<file path="config.mk">
export PLATFORM = sky130hd
export DESIGN_NAME = help_img_scan
export DESIGN_NICKNAME = d
export VERILOG_FILES = /design/src/rtl/help_img_scan.sv
export SDC_FILE = /design/constraint.sdc
export NUM_CORES = 1
export LEC_CHECK = 0
export ABC_AREA = 1
export BUFFER_PORTS_ARGS = -buffer_cell sky130_fd_sc_hd__clkbuf_2
export CAP_MARGIN = 20
export CORE_MARGIN = 5
export CORE_UTILIZATION = 40
export CTS_CLUSTER_DIAMETER = 60
export DETAILED_ROUTE_END_ITERATION = 10
export MAX_ROUTING_LAYER = met4
export SETUP_SLACK_MARGIN = 0.1
export SYNTH_ARGS = -nofsm -noshare
export SYNTH_HDL_FRONTEND = slang
export SYNTH_SLANG_ARGS = --single-unit
</file>
<file path="constraint.sdc">
create_clock -name clk -period 2 [get_ports clk]
set_input_delay 0.5 -clock clk [delete_from_list [all_inputs] [get_ports clk]]
set_output_delay 0.5 -clock clk [all_outputs]
set_load 0.05 [all_outputs]
</file>
<file path="src/rtl/help_img_scan.sv">
`default_nettype none
// ============================================================================
// help_img_scan : 640x480@60 VGA scanner that requests help-image pixels from
//                 the ROM reader and drives latency-aligned RGB and syncs.
// Rev 1.0
// ============================================================================
module help_img_scan #(
  parameter int          WIN_X   = 180,
  parameter int          WIN_Y   = 140,
  parameter int          IMG_W   = 280,
  parameter int          IMG_H   = 200,
  parameter int          ROM_LAT = 1,
  parameter logic [11:0] KEY_CLR = 12'hF0F,
  parameter logic [11:0] BG_CLR  = 12'h000,
  parameter int          H_ACT   = 640,
  parameter int          H_FP    = 16,
  parameter int          H_SYNC  = 96,
  parameter int          H_BP    = 48,
  parameter int          V_ACT   = 480,
  parameter int          V_FP    = 10,
  parameter int          V_SYNC  = 2,
  parameter int          V_BP    = 33
) (
  input  logic        clk,
  input  logic        clrn,
  input  logic        en,
  output logic [9:0]  img_x,
  output logic [8:0]  img_y,
  input  logic [11:0] img_clr,
  output logic [3:0]  r,
  output logic [3:0]  g,
  output logic [3:0]  b,
  output logic        hs,
  output logic        vs,
  output logic        showing
);

  localparam logic [9:0] c_h_last = 10'(H_ACT + H_FP + H_SYNC + H_BP - 1);
  localparam logic [9:0] c_v_last = 10'(V_ACT + V_FP + V_SYNC + V_BP - 1);
  localparam logic [9:0] c_h_act  = 10'(H_ACT);
  localparam logic [9:0] c_v_act  = 10'(V_ACT);
  localparam logic [9:0] c_hs_beg = 10'(H_ACT + H_FP);
  localparam logic [9:0] c_hs_end = 10'(H_ACT + H_FP + H_SYNC - 1);
  localparam logic [9:0] c_vs_beg = 10'(V_ACT + V_FP);
  localparam logic [9:0] c_vs_end = 10'(V_ACT + V_FP + V_SYNC - 1);
  localparam logic [9:0] c_wx_beg = 10'(WIN_X);
  localparam logic [9:0] c_wx_end = 10'(WIN_X + IMG_W - 1);
  localparam logic [9:0] c_wy_beg = 10'(WIN_Y);
  localparam logic [9:0] c_wy_end = 10'(WIN_Y + IMG_H - 1);
  // Flag stages ahead of the output register; lines flags up with img_clr.
  localparam int c_dly = ROM_LAT + 1;
  localparam int c_hs  = 4;
  localparam int c_vs  = 3;
  localparam int c_act = 2;
  localparam int c_win = 1;
  localparam int c_shw = 0;

  typedef enum logic {
    ST_HIDDEN = 1'b0,
    ST_SHOWN  = 1'b1
  } state_e;

  logic [9:0]  h_cnt_q, h_cnt_d, v_cnt_q, v_cnt_d;
  logic [9:0]  img_x_q, img_x_d;
  logic [8:0]  img_y_q, img_y_d;
  logic [11:0] clr_q, clr_d;
  logic        hs_q, vs_q;
  state_e      state_q, state_d;
  logic [4:0]  flg_q [c_dly];
  logic [4:0]  w_flg, w_tail;
  logic        w_h_end, w_v_end, w_active, w_in_win, w_hs_raw, w_vs_raw;

  assign w_h_end  = (h_cnt_q == c_h_last);
  assign w_v_end  = (v_cnt_q == c_v_last);
  assign w_active = (h_cnt_q < c_h_act) && (v_cnt_q < c_v_act);
  assign w_hs_raw = !((h_cnt_q >= c_hs_beg) && (h_cnt_q <= c_hs_end));
  assign w_vs_raw = !((v_cnt_q >= c_vs_beg) && (v_cnt_q <= c_vs_end));
  assign w_in_win = (h_cnt_q >= c_wx_beg) && (h_cnt_q <= c_wx_end) &&
                    (v_cnt_q >= c_wy_beg) && (v_cnt_q <= c_wy_end);
  assign w_flg    = {w_hs_raw, w_vs_raw, w_active, w_in_win, (state_q == ST_SHOWN)};
  assign w_tail   = flg_q[c_dly-1];

  always_comb begin
    h_cnt_d = h_cnt_q + 10'd1;
    v_cnt_d = v_cnt_q;
    if (w_h_end) begin
      h_cnt_d = '0;
      v_cnt_d = w_v_end ? '0 : v_cnt_q + 10'd1;
    end
  end

  always_comb begin
    img_x_d = '0;
    img_y_d = '0;
    if (w_in_win) begin
      img_x_d = h_cnt_q - c_wx_beg;
      img_y_d = 9'(v_cnt_q - c_wy_beg);
    end
  end

  // en only takes effect at the last pixel of a frame so no frame is partial.
  always_comb begin
    state_d = state_q;
    if (w_h_end && w_v_end) begin
      state_d = en ? ST_SHOWN : ST_HIDDEN;
    end
  end

  always_comb begin
    clr_d = 12'h000;
    if (w_tail[c_act]) begin
      clr_d = BG_CLR;
      if (w_tail[c_shw] && w_tail[c_win] && (img_clr != KEY_CLR)) begin
        clr_d = img_clr;
      end
    end
  end

  always_ff @(posedge clk or negedge clrn) begin
    if (!clrn) begin
      h_cnt_q <= '0;
      v_cnt_q <= '0;
      img_x_q <= '0;
      img_y_q <= '0;
      state_q <= ST_HIDDEN;
      clr_q   <= '0;
      hs_q    <= 1'b1;
      vs_q    <= 1'b1;
      for (int i = 0; i < c_dly; i++) begin
        flg_q[i] <= 5'b11000;
      end
    end else begin
      h_cnt_q  <= h_cnt_d;
      v_cnt_q  <= v_cnt_d;
      img_x_q  <= img_x_d;
      img_y_q  <= img_y_d;
      state_q  <= state_d;
      clr_q    <= clr_d;
      hs_q     <= w_tail[c_hs];
      vs_q     <= w_tail[c_vs];
      flg_q[0] <= w_flg;
      for (int i = 1; i < c_dly; i++) begin
        flg_q[i] <= flg_q[i-1];
      end
    end
  end

  assign img_x   = img_x_q;
  assign img_y   = img_y_q;
  assign r       = clr_q[11:8];
  assign g       = clr_q[7:4];
  assign b       = clr_q[3:0];
  assign hs      = hs_q;
  assign vs      = vs_q;
  assign showing = (state_q == ST_SHOWN);

endmodule
`default_nettype wire

</file>
==> flow_summary.toml, run 1 <==
[cells_and_area]
insertedDiodeCount = 0
utilization_pct = 49.1
nNetsFinal = 399
p_r_area_growth_vs_syn_pct = 18.6
instances_no_fill = 476
drive_gt1_share_pct = 26.8

[clocking]
max-clock-path-buffers = 2
clock_insertion_delay_worst_skew_ns = 0.33
tritoncts_clock_tree = "built"
clock_tree.root_cell = "clkbuf_8"
numCtsBuffers = 9
cts.sinks = 64
cts.htree.levels = 3
clk_pin_slew_ns = 0.07
setup_fix_buffers_added_after_clock_tree_synthesis = 0

[floorplan]
number_of_cell_rows = 31
die_y_um = 97.1
design.die.area_um2 = 9420
die_wd_um = 97.1
initial_utilization_pct = 41.4
io-pin-count = 49
core_um2 = 7330

[routing]
route.detailed.vias_per_inst = 4.59
violation_count_after_the_first_detailed_route_iteration = 182
totalWireLength_um = 5920
detail_route.wl_per_cell_um = 12.4
dr.pass1.iters = 4
routed-via-count = 2185
post-route-drc-count = 0
antenna_left = 0

[sta]
timing.setup.tns_ns = 0
setup_repair_after_global_routing_missed_its_margin = "false"
fmaxAchievable_ghz = 0.587
timing.clock.skew_ns = 0.00694
final_min_period_over_clock_period_pct = 85.2
final-hold-violation-count = 0
hold_ws_ns = 0.178
maxSlewViolCount = 0
worst_pin_slew_ns = 0.505
slew_headroom_pct = 65.5
period_needed_ns = 1.70
finalSetupViolations = 0

[place]
hpwl_um = 4310
port_buffers = 48
total_instance_count_after_detailed_placement = 460
gp_congestion = 0.864

[power]
power_leakage_nw = 1.87
power.total_mw = 2.74
irDropWorstVdd_mv = 0.377
power.density_nw_per_um2 = 761

[grt]
grt_pass1_vias = 2150
grt_first_pass_wirelength_um = 10400
antenna_found_initial = 0
grt_start_max_net_pins = 65
grt-ovfl-total = 0
grt_use_total_pct = 13.9

[yosys]
main_area_contributors_after_synthesis = "dfrtp_1 (48%), nand2_1 (6.3%), nor2_1 (5.6%)"
synth.net_count = 348
ys.warnings.count = 0
synth_top_area_share_pct = 47.9
number_of_instances_in_the_synthesized_netlist = 321
synth_largest_area_cell = "dfrtp_1"
ys_types = 36
synth-seq-area-share_pct = 53.1
synth.ff_latch_count = 64
avg_inst_size_synth_um2 = 9.45
synth.cell_area_um2 = 3030

[job]
maxCapViolations = 0

[setup_path]
critical_path.cell_chain = "ha_1, nand2_1, nor2_1, nand3_2, inv_2, nand3_1, o21ai_0"
cp.required_ns = 2.24
worstSetupStartpointType = "register"
worstPathMaxFanout = 20
timing.setup.critical_path_class = "register to register"
crit_arrival_ns = 1.94
crit_path_top_delay_cell = "dfrtp_2"
worstSetupEndpointType = "register"
critical_path.max_stage_delay_ns = 0.46

[min_path]
holdCritPathClass = "primary input to asynchronous set/reset pin"

[status]
run_status = "complete, no violations"
## cell usage after synthesis
cell	number
a2111oi_0	1
a21oi_1	9
o21bai_1	1
nand3_2	2
o21ai_1	6
buf_12	1
inv_2	6
conb_1	1
nand4_1	6
xnor2_1	1
a21oi_4	1
or2_1	1
nor2_2	4
nand3_1	16
nor3b_2	1
nand2_2	2
o22ai_1	1
buf_4	4
o31ai_1	1
nor3_1	4
inv_1	40
o21ai_0	8
dfstp_2	6
dfrtp_1	58
nor2_4	9
nand2_4	2
xor2_1	12
buf_6	3
a211o_1	1
nand2_1	51
clkbuf_1	2
o2111ai_1	1
ha_1	12
nor2_1	45
nand3b_1	1
o211ai_1	1
## cell type report
cell class | count | area [um2]
Clock buffer | 10 | 138
Tap cell | 99 | 124
Multi-Input combinational cell | 201 | 1170
Timing Repair Buffer | 50 | 268
Inverter | 46 | 173
Sequential cell | 64 | 1610
Clock inverter | 6 | 115
Fill cell | 667 | 3730
## metal layers
layer	wire, um	track usage, %	part of all wire [%]	vias to the layer above
met5	0	-	0	-
met4	110	6.16	1.9	0
met3	402	4.52	6.8	6
met2	2600	19.9	44	71
met1	2810	18.1	47	1010
li1	-	-	-	1098
## worst max-delay path: cells and delay by family, from the launching register on
kind / cells / cell delay, ns
AND/OR/NAND/NOR: 4 / 0.54
flip-flops: 1 / 0.46
adder cells (fa/ha/maj): 1 / 0.20
AO/OA/AOI/OAI: 1 / 0.12
buffers and inverters: 1 / 0.29
## registers in the layout (all words and copies together), names as in the netlist
| register | count |
|---|---|
| clr_q | 12 |
| showing | 1 |
| img_y | 9 |
| w_tail | 5 |
| vs | 1 |
| hs | 1 |
| v_cnt_q | 10 |
| h_cnt_q | 10 |
| img_x | 10 |
| flg_q | 5 |
## kinds of logic after synthesis
group	share of synthesized area, %
and+or+nand+nor	23.3
buffers and inverters	8.70
AOI/OAI and AO/OA	6.15
xor gates and xnor gates	3.75
other	0.124
DFF	53.1
adders and majority gates	4.95
## report_power, final
group,internal [mW],switching (mW),total [mW]
registers,1.30,0.000250,1.30
clock network,0.868,0.515,1.38
logic,0.0174,0.0401,0.0575
## cells in the final DEF, fill, tap and decap left out, types with 4 or more instances in the layout
cell	n
nor3_1	4
nor2_2	4
dfrtp_1	56
nand3_1	16
nor2_1	45
nor2_4	9
dfstp_2	6
inv_1	40
nand4_1	6
nand2_1	51
o21ai_0	8
inv_2	6
a21oi_1	9
clkbuf_8	10
xor2_1	12
clkbuf_2	48
o21ai_1	6
ha_1	12
## final timing paths
kind                                       from                endpoint  slack [ns]  cells past startpoint
max in group asynchronous                  clrn            hs$_DFF_PN1_        1.51                      2
hold reg to reg              flg_q[6]$_DFF_PN0_     w_tail[1]$_DFF_PN0_        0.35                      0
min in group clk             flg_q[6]$_DFF_PN0_     w_tail[1]$_DFF_PN0_        0.35                      0
hold / removal                             clrn      clr_q[2]$_DFF_PN0_        0.18                      2
setup reg to reg           h_cnt_q[2]$_DFF_PN0_  v_cnt_q[1]$_DFFE_PN0N_        0.30                      7
setup / recovery           h_cnt_q[2]$_DFF_PN0_  v_cnt_q[1]$_DFFE_PN0N_        0.30                      7
## per-stage QoR
stage	worst slack, ns	area (um2)
global placement	0.189	3330
CTS	0.150	3590
global route	0.139	3600
detailed placement	0.178	3330
finish	0.295	3600
floorplan	0.384	3030
## what timing repair did
item	4_1_cts	5_1_grt
endpoints found under the setup margin	0	25
hold buffers	0	0
resized for setup	0	3
Power figures use the tool's default switching activity.
==> inputs of run 2 (changes only) <==
--- a/config.mk
+++ b/config.mk
@@ -8,6 +8,7 @@
 export ABC_AREA = 1
 export BUFFER_PORTS_ARGS = -buffer_cell sky130_fd_sc_hd__clkbuf_2
 export CAP_MARGIN = 20
+export CORE_ASPECT_RATIO = 0.9
 export CORE_MARGIN = 5
 export CORE_UTILIZATION = 40
 export CTS_CLUSTER_DIAMETER = 60
==> run 2 against run 1 <==
  * Design area fell by 1.1%
  * First-iteration DRC count fell by 49%
  * Register-to-register slack got worse by 0.04 ns
  * Sequential cell count did not move
  * Sequential power barely moved
  * Global-route usage rose by 0.40 points
  * Clock skew rose by 0.0026 ns
  * Largest power group is now registers
  * Highest routed layer unchanged
==> flow_summary.toml, run 2 (synthesized netlist as in run 1, its figures left out) <==
[clocking]
cts.sinks = 64
numCtsBuffers = 9
clk_pin_slew_ns = 0.07
tritoncts_clock_tree = "built"
clock_tree.root_cell = "clkbuf_8"
clock_insertion_delay_worst_skew_ns = 0.34
max-clock-path-buffers = 2
post_cts_hold_buffer_count = 0
cts.htree.levels = 3

[setup_path]
number_of_buffers_and_inverters_on_the_critical_path = 1
timing.setup.critical_path_class = "register to register"
critical_path.max_stage_delay_ns = 0.51
worstPathMaxFanout = 19
crit_arrival_ns = 2.00
crit_path_top_delay_cell = "dfrtp_1"
worstSetupEndpointType = "register"
critical_path_cell_count = 7
delay_heaviest_family_cp = "simple AND/OR/NAND/NOR gates"
cp.required_ns = 2.26
critical_path.cell_chain = "ha_1, inv_1, nand3_1, a21oi_1, nor2_2, nand2_8, nor2_1"
reg2regPathDepth = 7
ff2ff_setup_slack_ns = 0.26
worstSetupStartpointType = "register"

[cells_and_area]
final.fill_count = 761
most-common-layout-cells = "dfrtp_1 (57), nand2_1 (51), clkbuf_2 (48)"
largest_register_ff_count = 12
drive_gt1_share_pct = 27.1
mostFrequentLayoutCell = "dfrtp_1"
largest_register_by_flop_count = "clr_q"
layout.cell_area.non_filler_um2 = 3560
multiInputGateArea_um2 = 1170
insertedDiodeCount = 0
nNetsFinal = 402
sequential_cell_area_um2 = 1610
p_r_area_growth_vs_syn_pct = 17.3

[routing]
violation_count_after_the_first_detailed_route_iteration = 93
antenna_left = 0
detail_route.wl_per_cell_um = 12.5
post-route-drc-count = 0
totalWireLength_um = 5940
routed-via-count = 2163
dr.pass1.iters = 4
route.detailed.vias_per_inst = 4.54

[sta]
final_min_period_over_clock_period_pct = 87.2
setup_ws_ns = 0.256
period_needed_ns = 1.74
final-hold-violation-count = 0
timing.clock.skew_ns = 0.00951
setup_repair_after_global_routing_missed_its_margin = "false"
finalSetupViolations = 0
timing.setup.tns_ns = 0
maxSlewViolCount = 0
fmaxAchievable_ghz = 0.573

[place]
dpl-instance-area_um2 = 3340
port_buffers = 48
gp_congestion = 0.869
place_ws_ns = 0.129
hpwl_um = 4280

[grt]
grt_start_max_net_pins = 38
grt-ovfl-total = 0
grt_pass1_vias = 2160
grt_use_total_pct = 14.3
grt_first_pass_wirelength_um = 10300
antenna_found_initial = 0

[status]
run_status = "complete, no violations"

[floorplan]
number_of_cell_rows = 30
initial_utilization_pct = 40.6
io-pin-count = 49
die_y_um = 92.6
design.die.area_um2 = 9430
core_um2 = 7470
die_wd_um = 102

[power]
power_leakage_nw = 1.86
power.total_mw = 2.44
irDropWorstVdd_mv = 0.285
power.density_nw_per_um2 = 686

[job]
maxCapViolations = 0

[min_path]
holdCritPathClass = "primary input to asynchronous set/reset pin"
-- run 2: cell count changes in the layout (fill, tap and decap cells not counted) --
cell / delta
clkinv_4: +1
bufinv_16: -2
buf_4: +3
clkinvlp_4: +1
clkbuf_8: -1
clkinv_2: +2
inv_6: -1
dfrtp_1: +1
dfrtp_2: -1
-- run 2: metal layers --
layer  vias up  track usage (%)  wire, um
met1       990             18.9      2790
met3         9             4.07       438
met5         -                -         0
li1       1107                -         -
met4         0             6.20       108
met2        57             20.6      2600
-- run 2: timing repair --
action	in CTS	in global routing
resized for setup	1	1
setup endpoints to repair	1	20
pin swaps	0	1
setup buffers	0	1
-- run 2: through the flow --
stage	hold slack, ns	util (%)	cells
CTS	0.0776	47.5	475
detailed placement	0.336	44.8	459
floorplan	0.204	-	321
finish	0.0811	47.6	476
global placement	0.333	44.8	459
global route	0.0936	47.6	476
-- run 2: worst paths after layout --
kind,start,endpoint
worst min register to register,w_tail[3]$_DFF_PN1_,vs$_DFF_PN1_
max in group asynchronous,clrn,w_tail[4]$_DFF_PN1_
worst max-delay path,v_cnt_q[2]$_DFFE_PN0N_,img_y[6]$_DFF_PN0_
min in group clk,w_tail[3]$_DFF_PN1_,vs$_DFF_PN1_
worst max register to register,v_cnt_q[2]$_DFFE_PN0N_,img_y[6]$_DFF_PN0_
worst min-delay path,clrn,img_x[8]$_DFF_PN0_
-- run 2: area by class of cell --
cell class              count  share of cell area (%)
repair buffers             53                    8.16
multi-input cells         201                    32.8
inverters                  46                    4.85
clock buffers               9                    3.48
flip-flops and latches     64                    45.3
well taps                  96                    3.38
clock inverters             7                    2.04
-- run 2: power breakdown --
part,total (mW),internal [mW],switching (mW)
sequential,1.30,1.30,0.000345
clock,1.09,0.574,0.513
combinational,0.0594,0.0185,0.0410
==> inputs of run 3 (changes only) <==
--- a/config.mk
+++ b/config.mk
@@ -5,11 +5,9 @@
 export SDC_FILE = /design/constraint.sdc
 export NUM_CORES = 1
 export LEC_CHECK = 0
-export ABC_AREA = 1
 export BUFFER_PORTS_ARGS = -buffer_cell sky130_fd_sc_hd__clkbuf_2
 export CAP_MARGIN = 20
 export CORE_ASPECT_RATIO = 0.9
-export CORE_MARGIN = 5
 export CORE_UTILIZATION = 40
 export CTS_CLUSTER_DIAMETER = 60
 export DETAILED_ROUTE_END_ITERATION = 10
==> run 3 against run 2 <==
  * Non-clock buffer count up 23
  * Highest routed layer unchanged
  * Die area down 22%
  * Synthesized cell count is 21% lower
  * Register-to-register slack got worse by 0.14 ns
  * Global-route usage increased by 3.3 points
  * Combinational power down 13%
  * Power is 8.1% higher
==> flow_summary.toml, run 3 <==
[status]
run_status = "complete, no violations"

[cells_and_area]
sequential_cell_area_um2 = 1610
insertedDiodeCount = 0
nNetsFinal = 351
final.fill_count = 602
largest_register_ff_count = 12
p_r_area_growth_vs_syn_pct = 27.4
multiInputGateArea_um2 = 1080
mostFrequentLayoutCell = "dfrtp_1"
largest_register_by_flop_count = "clr_q"
most-common-layout-cells = "dfrtp_1 (58), clkbuf_2 (48), nor2_1 (30)"
drive_gt1_share_pct = 32.8

[setup_path]
reg2regPathDepth = 5
critical_path.max_stage_delay_ns = 0.54
critical_path_cell_count = 5
crit_path_top_delay_cell = "or4b_4"
worstSetupEndpointType = "register"
worstPathMaxFanout = 9
number_of_buffers_and_inverters_on_the_critical_path = 1
crit_arrival_ns = 2.15
cp.required_ns = 2.27
worstSetupStartpointType = "register"
timing.setup.critical_path_class = "register to register"
delay_heaviest_family_cp = "simple AND/OR/NAND/NOR gates"
critical_path.cell_chain = "or4b_4, or3_4, buf_8, nor3_2, xor2_1"

[grt]
grt_pass1_vias = 2011
grt_first_pass_wirelength_um = 9600
antenna_found_initial = 0
grt_use_total_pct = 17.6
grt-ovfl-total = 0
grt_start_max_net_pins = 65

[clocking]
numCtsBuffers = 9
post_cts_hold_buffer_count = 0
cts.sinks = 64
max-clock-path-buffers = 2
clk_pin_slew_ns = 0.07
clock_tree.root_cell = "clkbuf_8"
clock_insertion_delay_worst_skew_ns = 0.34
tritoncts_clock_tree = "built"
cts.htree.levels = 3

[sta]
period_needed_ns = 1.88
final_min_period_over_clock_period_pct = 94.0
finalSetupViolations = 0
timing.setup.tns_ns = 0
final-hold-violation-count = 0
setup_ws_ns = 0.121
setup_repair_after_global_routing_missed_its_margin = "true"
maxSlewViolCount = 0
timing.clock.skew_ns = 0.00844
fmaxAchievable_ghz = 0.532

[routing]
detailroute.wirelength.met3_um = 347
detail_route.wl_per_cell_um = 13.1
dr.pass1.iters = 4
antenna_left = 0
violation_count_after_the_first_detailed_route_iteration = 103
met2_length_um = 2450
route.layer.met1.wl_um = 2630
post-route-drc-count = 0
totalWireLength_um = 5480
routed-via-count = 2047
top_signal_layer_used = "met4"
route.detailed.vias_per_inst = 4.89

[yosys]
synth.ff_latch_count = 64
synth.cell_area_um2 = 2800
synth_largest_area_cell = "dfrtp_1"
synth_most_common_cell = "dfrtp_1"
synth_top_area_share_pct = 51.9
ys.warnings.count = 0
async_sr_flop_fraction_pct = 100
avg_inst_size_synth_um2 = 11.1
postSynth.topFlopCell = "dfrtp_1"
yosys-top-cells-count = "dfrtp_1 (58), nor2_1 (30), nand2_1 (18)"
number_of_instances_in_the_synthesized_netlist = 252
main_area_contributors_after_synthesis = "dfrtp_1 (52%), dfstp_2 (5.6%), ha_1 (5.4%)"
synth-seq-area-share_pct = 57.6
synth_enable_flop_cells = 0
ys_types = 45
synth.net_count = 279

[floorplan]
die_wd_um = 90.1
design.die.area_um2 = 7330
initial_utilization_pct = 42.0
io-pin-count = 49
number_of_cell_rows = 28
core_um2 = 6660
die_y_um = 81.3

[place]
gp_congestion = 0.876
port_buffers = 48
place_ws_ns = 0.0567
hpwl_um = 3750

[min_path]
holdCritPathClass = "primary input to asynchronous set/reset pin"

[job]
maxCapViolations = 0

[power]
irDropWorstVdd_mv = 0.508
power.density_nw_per_um2 = 741
power_leakage_nw = 1.83
==> run 3: final cells by class <==
| cell class | instances | area share [%] |
|---|---|---|
| well taps | 90 | 3.16 |
| flip-flops and latches | 64 | 45.2 |
| repair buffers | 76 | 13.2 |
| clock inverters | 5 | 2.39 |
| multi-input cells | 160 | 30.5 |
| clock buffers | 11 | 4.25 |
| inverters | 13 | 1.37 |
==> run 3: what timing repair did <==
item                                    4_1_cts  5_1_grt
endpoints found under the setup margin       10       25
resized for setup                             3        7
setup buffers                                 3        2
pin swaps                                     1        1
==> run 3: power breakdown <==
| group | internal (mW) | switching [mW] | total [mW] |
|---|---|---|---|
| Combinational | 0.0159 | 0.0354 | 0.0514 |
| Sequential | 1.30 | 0.000226 | 1.30 |
| Clock | 0.778 | 0.514 | 1.29 |
==> run 3: cell families after synthesis <==
group                      share of synthesized area (%)
DFF                                                 57.6
muxes                                              0.761
xor gates and xnor gates                            6.27
AOI/OAI and AO/OA                                   7.43
other                                              0.134
buffers and inverters                               4.52
adders and majority gates                           5.37
and+or+nand+nor                                     17.9
==> run 3: worst paths after layout <==
path                                 startpoint  slack [ns]                      to
setup reg to reg           h_cnt_q[6]$_DFF_PN0_        0.12  v_cnt_q[6]$_DFFE_PN0N_
hold reg to reg              flg_q[6]$_DFF_PN0_        0.35     w_tail[1]$_DFF_PN0_
min in group clk             flg_q[6]$_DFF_PN0_        0.35     w_tail[1]$_DFF_PN0_
max in group asynchronous                  clrn        1.53            hs$_DFF_PN1_
hold / removal                             clrn        0.15      clr_q[3]$_DFF_PN0_
setup / recovery           h_cnt_q[6]$_DFF_PN0_        0.12  v_cnt_q[6]$_DFFE_PN0N_
==> run 3: metrics by stage <==
step                cells  area, um2  utilization [%]  hold slack [ns]  power [mW]
global route          419       3560             53.5            0.197        2.75
CTS                   417       3530             53.0            0.168        2.68
floorplan             252       2800                -            0.204        1.33
global placement      398       3260             48.9            0.334        1.37
finish                419       3560             53.5            0.154        2.64
detailed placement    398       3260             48.9            0.336        1.37
==> run 3: metal layers <==
metal,up-vias,GRT usage [%]
met5,-,-
met4,0,6.29
met3,5,5.81
met2,68,26.4
met1,991,22.5
li1,983,-
